**config.mk**
```make
export PLATFORM = sky130hd
export DESIGN_NAME = pipe_reg_chain
export DESIGN_NICKNAME = d
export VERILOG_FILES = /design/src/rtl/pipe_reg_chain.sv
export SDC_FILE = /design/constraint.sdc
export NUM_CORES = 1
export LEC_CHECK = 0
export BUFFER_PORTS_ARGS = -buffer_cell sky130_fd_sc_hd__buf_2
export CELL_PAD_IN_SITES_DETAIL_PLACEMENT = 0
export CELL_PAD_IN_SITES_GLOBAL_PLACEMENT = 2
export CORE_MARGIN = 5
export CORE_UTILIZATION = 40
export CTS_BUF_LIST = sky130_fd_sc_hd__clkbuf_8 sky130_fd_sc_hd__clkbuf_16
export DETAILED_ROUTE_END_ITERATION = 16
export GPL_ROUTABILITY_DRIVEN = 0
export PLACE_DENSITY_LB_ADDON = 0.2
export SYNTH_ARGS = -nofsm -noshare
export SYNTH_HDL_FRONTEND = slang
export SYNTH_SLANG_ARGS = --single-unit
```
**constraint.sdc**
```tcl
create_clock -name clk -period 4.4 [get_ports clk]
set_input_delay 1.1 -clock clk [delete_from_list [all_inputs] [get_ports clk]]
set_output_delay 1.1 -clock clk [all_outputs]
set_load 0.005 [all_outputs]
```
**src/rtl/pipe_reg_chain.sv**
```systemverilog
// pipe_reg_chain: a chain of DEPTH elastic register stages, each WIDTH bits,
// with valid/ready handshakes on both ends.
// Empty stages are filled as data advances, so bubbles collapse even while the
// output is stalled. A synchronous flush clears every stage.
// Optional feature macro: PIPE_REG_CHAIN_OCC_EN adds an occupancy output
// (popcount of the per-stage valid bits).
module pipe_reg_chain #(
   parameter int WIDTH = 32,
   parameter int DEPTH = 3
) (
   input  logic             clk,
   input  logic             reset,
   input  logic             flush,
   input  logic             in_valid,
   output logic             in_ready,
   input  logic [WIDTH-1:0] in_data,
   output logic             out_valid,
   input  logic             out_ready,
   output logic [WIDTH-1:0] out_data
`ifdef PIPE_REG_CHAIN_OCC_EN
   ,
   output logic [$clog2(DEPTH+1)-1:0] occupancy
`endif
);

   logic [DEPTH-1:0] valid;
   logic [WIDTH-1:0] data [DEPTH];

   logic [DEPTH-1:0] rdy;
   logic [DEPTH-1:0] src_valid;
   logic [WIDTH-1:0] src_data [DEPTH];

   // Ready ripples back from the output: a stage can take new data if it is
   // empty or if everything downstream of it is moving this cycle.
   always_comb begin
      rdy = '0;
      rdy[DEPTH-1] = !valid[DEPTH-1] | out_ready;
      for (int i = DEPTH - 2; i >= 0; i--) begin
         rdy[i] = !valid[i] | rdy[i+1];
      end
   end

   // Each stage's source is the upstream stage; stage 0 is fed by the input port.
   always_comb begin
      src_valid[0] = in_valid;
      src_data[0]  = in_data;
      for (int i = 1; i < DEPTH; i++) begin
         src_valid[i] = valid[i-1];
         src_data[i]  = data[i-1];
      end
   end

   // Stage registers. Reset clears valid and data. Flush clears only valid, so
   // an input taken on the flush cycle is dropped. Data is written only when
   // the incoming item is valid; otherwise it holds.
   always_ff @(posedge clk) begin
      if (reset) begin
         valid <= '0;
         for (int i = 0; i < DEPTH; i++) begin
            data[i] <= '0;
         end
      end else begin
         for (int i = 0; i < DEPTH; i++) begin
            if (flush) begin
               valid[i] <= 1'b0;
            end else if (rdy[i]) begin
               valid[i] <= src_valid[i];
            end
            if (rdy[i] && src_valid[i]) begin
               data[i] <= src_data[i];
            end
         end
      end
   end

   // Port views of the chain ends.
   always_comb begin
      in_ready  = rdy[0];
      out_valid = valid[DEPTH-1];
      out_data  = data[DEPTH-1];
   end

`ifdef PIPE_REG_CHAIN_OCC_EN
   localparam int OCC_W = $clog2(DEPTH + 1);

   // Number of stages currently holding an item.
   always_comb begin
      occupancy = '0;
      for (int i = 0; i < DEPTH; i++) begin
         occupancy = occupancy + OCC_W'(valid[i]);
      end
   end
`endif

endmodule
```
==> results of run 1 <==
==> cell families (layout without fill, tap and decap cells) <==
| family | count (synthesis) | count (layout) | synth area share (%) |
|---|---|---|---|
| simple gates | 106 | 106 | 18.72 |
| flops | 99 | 99 | 71.47 |
| buf+inv | 54 | 91 | 8.478 |
| compound gates | 6 | 6 | 1.337 |
==> worst min-delay path by stage <==
stage	slack [ns]	from	cells after the start	endpoint
3_5_place_dp	0.56	valid[0]$_SDFFE_PP0P_	2	valid[1]$_SDFFE_PP0P_
4_1_cts	0.58	valid[0]$_SDFFE_PP0P_	2	valid[1]$_SDFFE_PP0P_
6_report	0.58	valid[0]$_SDFFE_PP0P_	2	valid[1]$_SDFFE_PP0P_
3_3_place_gp	0.57	data[0][51]$_SDFFCE_PN0P_	1	data[0][83]$_SDFFCE_PN0P_
2_1_floorplan	0.53	valid[0]$_SDFFE_PP0P_	2	valid[1]$_SDFFE_PP0P_
5_1_grt	0.61	valid[0]$_SDFFE_PP0P_	2	valid[1]$_SDFFE_PP0P_
==> through the flow <==
step / power (mW) / instances / setup slack [ns]
2_1_floorplan: 1.241 / 265 / 1.846
3_3_place_gp: 1.270 / 422 / 1.574
3_5_place_dp: 1.273 / 422 / 1.554
4_1_cts: 1.781 / 438 / 1.557
5_1_grt: 1.836 / 438 / 1.494
6_report: 1.753 / 438 / 1.559
==> worst min-delay path, cell delays in order (launching register included) <==
cell,delay (ns)
dfxtp_1,0.36
a21oi_1,0.13
nor3_1,0.05
==> state kept, by name (all words and copies together), names as in the netlist <==
name   flops
valid      3
data      96
==> layer usage <==
| metal | up-vias | share of wire, % |
|---|---|---|
| met3 | 12 | 4.4 |
| met1 | 987 | 45 |
| met5 | - | 0 |
| li1 | 1017 | - |
| met2 | 40 | 49 |
| met4 | 0 | 1.8 |
==> cell usage after synthesis (2+ instances only) <==
| cell type | n |
|---|---|
| edfxtp_1 | 96 |
| nor3b_1 | 96 |
| buf_4 | 37 |
| clkbuf_1 | 11 |
| buf_2 | 6 |
| a21o_1 | 3 |
| dfxtp_1 | 3 |
| nor3_1 | 3 |
| nand2_1 | 2 |
==> power by group through the flow <==
stage / clock, mW / sequential [mW] / combinational, mW
global route: 0.568 / 1.12 / 0.146
global placement: 0 / 1.14 / 0.133
detailed placement: 0 / 1.14 / 0.134
CTS: 0.529 / 1.12 / 0.135
floorplan: 0 / 1.13 / 0.108
finish: 0.507 / 1.12 / 0.130
==> final cells by class <==
type	count	area (um2)	share of cell area [%]
flip-flops and latches	99	2943	65.39
multi-input cells	112	825.8	18.35
repair buffers	75	390.4	8.674
well taps	136	170.2	3.781
clock buffers	9	123.9	2.752
clock inverters	7	47.55	1.056
==> run_results.csv, run 1 <==
group,metric,value,unit
worst_setup_path,cp-end-kind,"primary output",
route,initialDrtViolationCount,83,
die,ios,71,
worst_setup_path,crit_family,"simple AND/OR/NAND/NOR gates",
cells_and_area,drive_gt1_share,29.80,%
synthesis,yosys_warnings,0,
synthesis,yosysTopAreaCell,"edfxtp_1",
sta,final_hold_viol_count,0,
worst_setup_path,required,3.30,ns
worst_setup_path,path_cells,"buf_2 -> nor2b_1 -> nand3_1 -> buf_2",
route,post_drt_wl_per_cell,14.72,um
synthesis,yosysSeqAreaShare,71.47,%
pwr,p_leak,1.595,nW
die,die_h,111.5,um
worst_setup_path,cp_num_buf_inv,2,
cts,cts.sinks,99,
cts,clk_path_buf_depth,2,
synthesis,synth_edf_count,96,
global_routing,grt_pass1_vias,2065,
cts,cts_setup_buffers,0,
global_routing,grt_use_met3,2.717,%
cts,cts.clk_slew.worst_paths,0.09,ns
cts,cts_buffers,9,
die,initial_core_util,40.43,%
pwr,p_switching,0.3913,mW
worst_setup_path,reg2reg_depth,4,
route,vias,2056,
sta,setup_tns,0,ns
worst_setup_path,cp-endpoint,"in_ready",
place,hpwl,3.532,mm
synthesis,synth_seq_cells,99,
cells_and_area,fillers,957,
sta,rsz0062_at_grt,"false",
sta,slew_headroom,34.83,%
route,first_pass_iters,4,
sta,min_period,2.841,ns
worst_setup_path,slowest_delay,0.26,ns
cells_and_area,area_delta_synth_final,9.298,%
sta,finalSetupViolations,0,
sta,holdWs,0.5817,ns
worst_setup_path,r2r-start,"valid[0]$_SDFFE_PP0P_",
cells_and_area,layout.nets,334,
global_routing,grt_start_max_net_pins,97,
worst_setup_path,critPathArrivalTime,1.74,ns
global_routing,grt_pass1_wl,10.59,mm
global_routing,grt_antenna_before_repair,0,
synthesis,syn-cell-area,4118,um2
route,drcViolationCount,0,
pwr,worst_ir_drop_vdd,0.1507,mV
route,ant_nets,0,
pwr,combPwrFrac,7.4,%
route,routed_wl,6.448,mm
cells_and_area,n_antenna_cell,0,
global_routing,use_met2,16.85,%
sta,fin_crit_sh,64.58,%
place,place_area,4329,um2
pwr,power_density,389.4,nW/um2
synthesis,yosys.area.top_type_share,70.01,%
global_routing,busiest_layer,"met2",
pwr,internal_power,1.361,mW
global_routing,gr-total-overflow,0,
run,maxCapViolCount,0,
pwr,pwr-share-seq,63.7,%
worst_setup_path,reg2reg_slack,2.43,ns
cts,root_buffer,"clkbuf_8",
route,vias_per_cell,4.694,
cells_and_area,stdcell_area,4501,um2
worst_setup_path,crit_fanout,5,
synthesis,ys_async_sr_fraction,0,%
outcome,status,"finished, final reports clean",
worst_setup_path,slowest_stage,"nor2b_1",
cts,clk_latency,0.35,ns
die,dieArea,12420,um2
global_routing,grt.total_usage,10.76,%
die,core,10180,um2
synthesis,synthTopCellsByArea,"edfxtp_1 (70%), nor3b_1 (18%), buf_4 (6.7%), dfxtp_1 (1.5%), clkbuf_1 (1.0%)",
place,port_buffers,70,
cells_and_area,postLayoutCoreUtil,44.19,%
worst_setup_path,crit_type,"primary input to primary output",
cells_and_area,most-common-layout-cells,"nor3b_1 (96), edfxtp_1 (96), buf_2 (69)",
worst_setup_path,startpoint,"out_ready",
die,die_w,111.5,um
pwr,p_clk_share,28.9,%
cts,cts_tree,"done",
global_routing,grtUsageMet1,14.06,%
min_path,min_path_type,"register to register",
cts,ctsHoldBuffers,0,
sta,slew_viol_final,0,
sta,fin_skew,0.009578,ns
cts,h-tree-depth,3,
synthesis,avgSynthCellArea,15.54,um2
synthesis,synth_cells,265,
worst_setup_path,cp.depth,4,
sta,fmax,351.9,MHz
synthesis,synth_nets,302,
synthesis,synth-main-ff-cell,"edfxtp_1",
worst_setup_path,crit_top_cell,"buf_2",
worst_setup_path,start_kind,"primary input",
worst_setup_path,regToRegEndpoint,"data[0][9]$_SDFFCE_PN0P_",
pwr,switching_share,22.33,%
synthesis,synth_cell_types,17,
sta,tightest_slew,0.9775,ns
cts,ctsResizeCount,0,
die,num_rows,37,
(Power assumes the default switching activity.)
==> inputs of run 2 (changes only) <==
Settings changed: CORE_UTILIZATION 40 to 35.
Clock period 4.4 ns to 2.3 ns, I/O delays scaled along.
==> run 2 against run 1 <==
  * Global-route usage shrank 0.64 points
  * Worst hold slack worse by 0.15 ns
  * First-iteration DRC count is 19% higher
  * Clock power rose to 3.0 times the previous value
  * Highest routed layer unchanged
  * Cell count rose by 2.1%
  * Via count grew 1.7%
  * Wire length rose by 6.3%
  * Critical path depth down 1
  * Critical endpoint unchanged
  * Sequential power grew 91%
  * Combinational power up 98%
  * Critical path type is now register to primary output
  * Die area up 13%
==> run_results.csv, run 2 (same netlist as run 1, synthesis figures left out) <==
group,metric,value,unit
die,initial_core_util,35.91,%
pwr,p_leak,1.678,nW
sta,finalSetupViolations,0,
global_routing,grt_use_met3,2.770,%
cells_and_area,final_cells,447,
worst_setup_path,slowest_delay,0.34,ns
route,post_drt_wl_per_cell,15.33,um
cells_and_area,layout.nets,336,
cts,root_buffer,"clkbuf_16",
cells_and_area,largest-register,"data",
sta,fin_crit_sh,80.73,%
sta,final_hold_viol_count,0,
cts,ctsResizeCount,0,
worst_setup_path,slowest_stage,"dfxtp_1",
worst_setup_path,cp-end-kind,"primary output",
worst_setup_path,crit_fanout,5,
outcome,status,"finished, final reports clean",
place,dp.cells,431,
sta,setup_tns,0,ns
sta,fmax,538.5,MHz
min_path,holdPathEnd,"valid[1]$_SDFFE_PP0P_",
cells_and_area,area_delta_synth_final,13.37,%
worst_setup_path,reg2reg_depth,4,
die,dieArea,14030,um2
cts,clk_path_buf_depth,2,
route,initialDrtViolationCount,99,
cts,cts.clk_slew.worst_paths,0.07,ns
run,maxCapViolCount,0,
global_routing,grtUsageMet1,12.82,%
global_routing,grt.total_usage,10.12,%
cts,cts_buffers,9,
sta,tightest_slew,0.7582,ns
cells_and_area,drive_gt1_share,30.92,%
min_path,min_path_type,"primary input to register",
worst_setup_path,reg2reg_slack,0.68,ns
die,num_rows,39,
die,die_h,118.5,um
die,core,11470,um2
worst_setup_path,regToRegEndpoint,"data[0][6]$_SDFFCE_PN0P_",
global_routing,busiest_layer,"met2",
cells_and_area,postLayoutCoreUtil,40.71,%
place,pre_cts_ws,0.3739,ns
global_routing,grt_antenna_before_repair,0,
cells_and_area,n_antenna_cell,0,
die,die_w,118.5,um
worst_setup_path,critPathArrivalTime,1.28,ns
cts,clk_latency,0.33,ns
route,routed_wl,6.851,mm
sta,min_period,1.857,ns
sta,rsz0062_at_grt,"false",
min_path,whs_path_depth,2,
place,port_buffers,70,
cts,ctsHoldBuffers,0,
global_routing,use_met2,16.28,%
worst_setup_path,path_cells,"nor2b_1 -> nand3_1 -> buf_2",
route,drcViolationCount,0,
sta,setup_ws,0.4431,ns
cts,cts_tree,"done",
global_routing,grt_start_max_net_pins,67,
worst_setup_path,crit_type,"register to primary output",
sta,slew_viol_final,0,
route,ant_nets,0,
route,vias_per_cell,4.678,
global_routing,grt_pass1_wl,11.30,mm
cts,cts.sinks,99,
worst_setup_path,r2r-start,"valid[1]$_SDFFE_PP0P_",
route,vias,2091,
cts,cts_setup_buffers,0,
cells_and_area,largest_reg_flops,96,
min_path,hp-start,"flush",
worst_setup_path,required,1.73,ns
cts,h-tree-depth,3,
die,ios,71,
sta,fin_skew,0.006144,ns
cells_and_area,most-common-layout-cells,"nor3b_1 (96), edfxtp_1 (96), buf_2 (69)",
cells_and_area,largest_registers,"data x96, valid x3",
place,hpwl,3.908,mm
global_routing,gr-total-overflow,0,
sta,holdWs,0.4318,ns
route,first_pass_iters,4,
pwr,power_density,836.5,nW/um2
sta,slew_headroom,49.46,%
pwr,worst_ir_drop_vdd,0.4346,mV
worst_setup_path,start_kind,"register",
global_routing,grt_pass1_vias,2192,
run 2: cell types whose count changed in the layout (fill, tap and decap cells not counted), moves of 2 or more:
cell,change
clkbuf_16,+9
clkbuf_8,-9
clkinvlp_4,-3
inv_6,+2
run 2: how the worst max path moves through the flow:
stage,start,to,slack [ns]
6_report,valid[2]$_SDFFE_PP0P_,in_ready,0.44
5_1_grt,valid[2]$_SDFFE_PP0P_,in_ready,0.33
4_1_cts,valid[2]$_SDFFE_PP0P_,in_ready,0.43
3_5_place_dp,in_valid,data[0][6]$_SDFFCE_PN0P_,0.37
3_3_place_gp,in_valid,data[0][44]$_SDFFCE_PN0P_,0.40
2_1_floorplan,reset,data[0][0]$_SDFFCE_PN0P_,0.35
run 2: critical path, delay by kind of cell (launching register included):
| kind | cells | cell delay [ns] |
|---|---|---|
| and+or+nand+nor | 2 | 0.46 |
| buffers and inverters | 1 | 0.16 |
| DFF | 1 | 0.34 |
run 2: report_power, final:
part / leakage, nW / internal, mW / switching, mW / total (mW)
sequential: 1.04 / 2.11 / 0.0257 / 2.14
combinational: 0.487 / 0.112 / 0.146 / 0.258
clock: 0.154 / 0.855 / 0.655 / 1.51
run 2: metal layers:
layer	up-vias	routed length (um)
met2	44	3379
met4	0	125
li1	1021	-
met3	11	310
met1	1015	3035
met5	-	0
run 2: stage by stage:
stage	power, mW	area (um2)
2_1_floorplan	2.375	4118
3_3_place_gp	2.438	4367
3_5_place_dp	2.443	4367
4_1_cts	3.967	4668
5_1_grt	4.083	4668
6_report	3.905	4668
run 2: cell type report:
cell class                      instances  area [um2]
Clock buffer                            9       225.2
Clock inverter                          7       76.32
Fill cell                            1040        6799
Multi-Input combinational cell        112       827.0
Sequential cell                        99        2943
Tap cell                              143       178.9
Timing Repair Buffer                   77       417.9
==> inputs of run 3 (changes only) <==
Clock period 2.3 ns to 1.7 ns, I/O delays scaled along.
==> run 3 against run 2 <==
  * Via count up 0.38%
  * Cell count grew 0.45%
  * Clock-buffer cell count stayed put
  * Worst setup slack worse by 0.29 ns
  * Wire length fell by 1.4%
  * Utilization rose by 0.65 points
==> run_results.csv, run 3 (same netlist as run 1, synthesis figures left out) <==
group,metric,value,unit
route,post_drt_wl_per_cell,15.04,um
die,ios,71,
sta,finalSetupViolations,0,
sta,setup_ws,0.1561,ns
global_routing,grt_start_max_net_pins,69,
cells_and_area,layout.nets,338,
global_routing,grtUsageMet1,12.99,%
die,die_h,118.5,um
sta,fmax,647.7,MHz
run,maxCapViolCount,0,
die,core,11470,um2
global_routing,grt.total_usage,9.907,%
route,vias_per_cell,4.675,
worst_setup_path,start_kind,"register",
place,pre_cts_ws,0.04391,ns
cells_and_area,drive_gt1_share,32.68,%
min_path,min_path_type,"primary input to register",
sta,final_hold_viol_count,0,
sta,tightest_slew,0.2976,ns
cts,ctsHoldBuffers,0,
die,die_w,118.5,um
route,vias,2099,
global_routing,gr-total-overflow,0,
cts,clk_latency,0.33,ns
cells_and_area,largest_registers,"data x96, valid x3",
worst_setup_path,crit_fanout,3,
sta,fin_crit_sh,90.82,%
global_routing,grt_pass1_vias,2181,
global_routing,grt_pass1_wl,11.22,mm
cells_and_area,area.sequential,2943,um2
worst_setup_path,reg2reg_slack,0.21,ns
pwr,p_leak,1.705,nW
min_path,hp-start,"flush",
die,num_rows,39,
die,initial_core_util,35.91,%
min_path,holdPathEnd,"valid[1]$_SDFFE_PP0P_",
place,port_buffers,70,
global_routing,use_met2,15.72,%
worst_setup_path,critPathArrivalTime,1.12,ns
cts,cts_setup_buffers,0,
pwr,power_density,1125,nW/um2
min_path,whs_path_depth,2,
pwr,worst_ir_drop_vdd,0.4041,mV
worst_setup_path,regToRegEndpoint,"data[0][69]$_SDFFCE_PN0P_",
cts,cts_buffers,9,
route,ant_nets,0,
cts,clk_path_buf_depth,2,
cts,root_buffer,"clkbuf_16",
outcome,status,"finished, final reports clean",
sta,slew_viol_final,0,
global_routing,busiest_layer,"met2",
worst_setup_path,cp-end-kind,"primary output",
worst_setup_path,crit_type,"register to primary output",
cells_and_area,n_antenna_cell,0,
route,first_pass_iters,5,
sta,min_period,1.544,ns
sta,slew_headroom,80.13,%
worst_setup_path,r2r-start,"valid[1]$_SDFFE_PP0P_",
cells_and_area,largest-register,"data",
place,hpwl,3.865,mm
route,initialDrtViolationCount,123,
cts,h-tree-depth,3,
worst_setup_path,required,1.27,ns
worst_setup_path,startpoint,"valid[2]$_SDFFE_PP0P_",
cells_and_area,most-common-layout-cells,"nor3b_1 (96), edfxtp_1 (96), buf_2 (69)",
cts,ctsResizeCount,0,
cts,cts_tree,"done",
sta,rsz0062_at_grt,"false",
die,dieArea,14030,um2
sta,setup_tns,0,ns
cells_and_area,area_delta_synth_final,15.19,%
cells_and_area,largest_reg_flops,96,
route,routed_wl,6.753,mm
cts,cts.clk_slew.worst_paths,0.07,ns
worst_setup_path,reg2reg_depth,4,
route,drcViolationCount,0,
cells_and_area,multi_input_area,832.0,um2
cells_and_area,fillers,1068,
global_routing,grt_antenna_before_repair,0,
cts,cts.sinks,99,
global_routing,grt_use_met3,2.722,%
sta,fin_skew,0.006650,ns
run 3: report_power, final:
part	leakage, nW	switching [mW]	internal, mW	total [mW]
sequential	1.04	0.0347	2.85	2.89
clock	0.153	0.907	1.17	2.08
combinational	0.515	0.201	0.169	0.371
run 3: worst max path at each step:
stage                                endpoint  slack (ns)  cells past startpoint
floorplan           data[0][64]$_SDFFCE_PN0P_        0.16                      2
global placement     data[0][2]$_SDFFCE_PN0P_        0.07                      5
detailed placement   data[0][6]$_SDFFCE_PN0P_        0.04                      5
CTS                                  in_ready        0.08                      3
global route                         in_ready        0.06                      2
finish                               in_ready        0.16                      3
run 3: area by class of cell:
class,count,area share (%)
flip-flops and latches,99,62.04
clock inverters,7,1.715
clock buffers,9,4.748
well taps,143,3.772
multi-input cells,112,17.54
repair buffers,79,10.18
run 3: through the flow:
step / cell area (um2) / instances / util (%) / power (mW) / hold slack (ns)
final: 4743 / 449 / 41.36 / 5.335 / 0.2781
after global routing: 4743 / 449 / 41.36 / 5.568 / 0.2789
after CTS: 4741 / 449 / 41.34 / 5.413 / 0.2638
after detailed placement: 4434 / 433 / 38.67 / 3.325 / 0.5660
after global placement: 4434 / 433 / 38.67 / 3.320 / 0.5665
after floorplan: 4121 / 265 / - / 3.213 / 0.5018
run 3: critical path, cell delays in order, from the launching register on:
cell and delay [ns]:
dfxtp_1 0.34, nor2b_2 0.19, nand3_1 0.11, buf_2 0.15
run 3: routing by layer:
| metal | share of wire, % | wire length [um] |
|---|---|---|
| met1 | 44 | 2958 |
| met2 | 50 | 3407 |
| met5 | 0 | 0 |
| met3 | 4.7 | 320 |
| met4 | 1.0 | 68 |
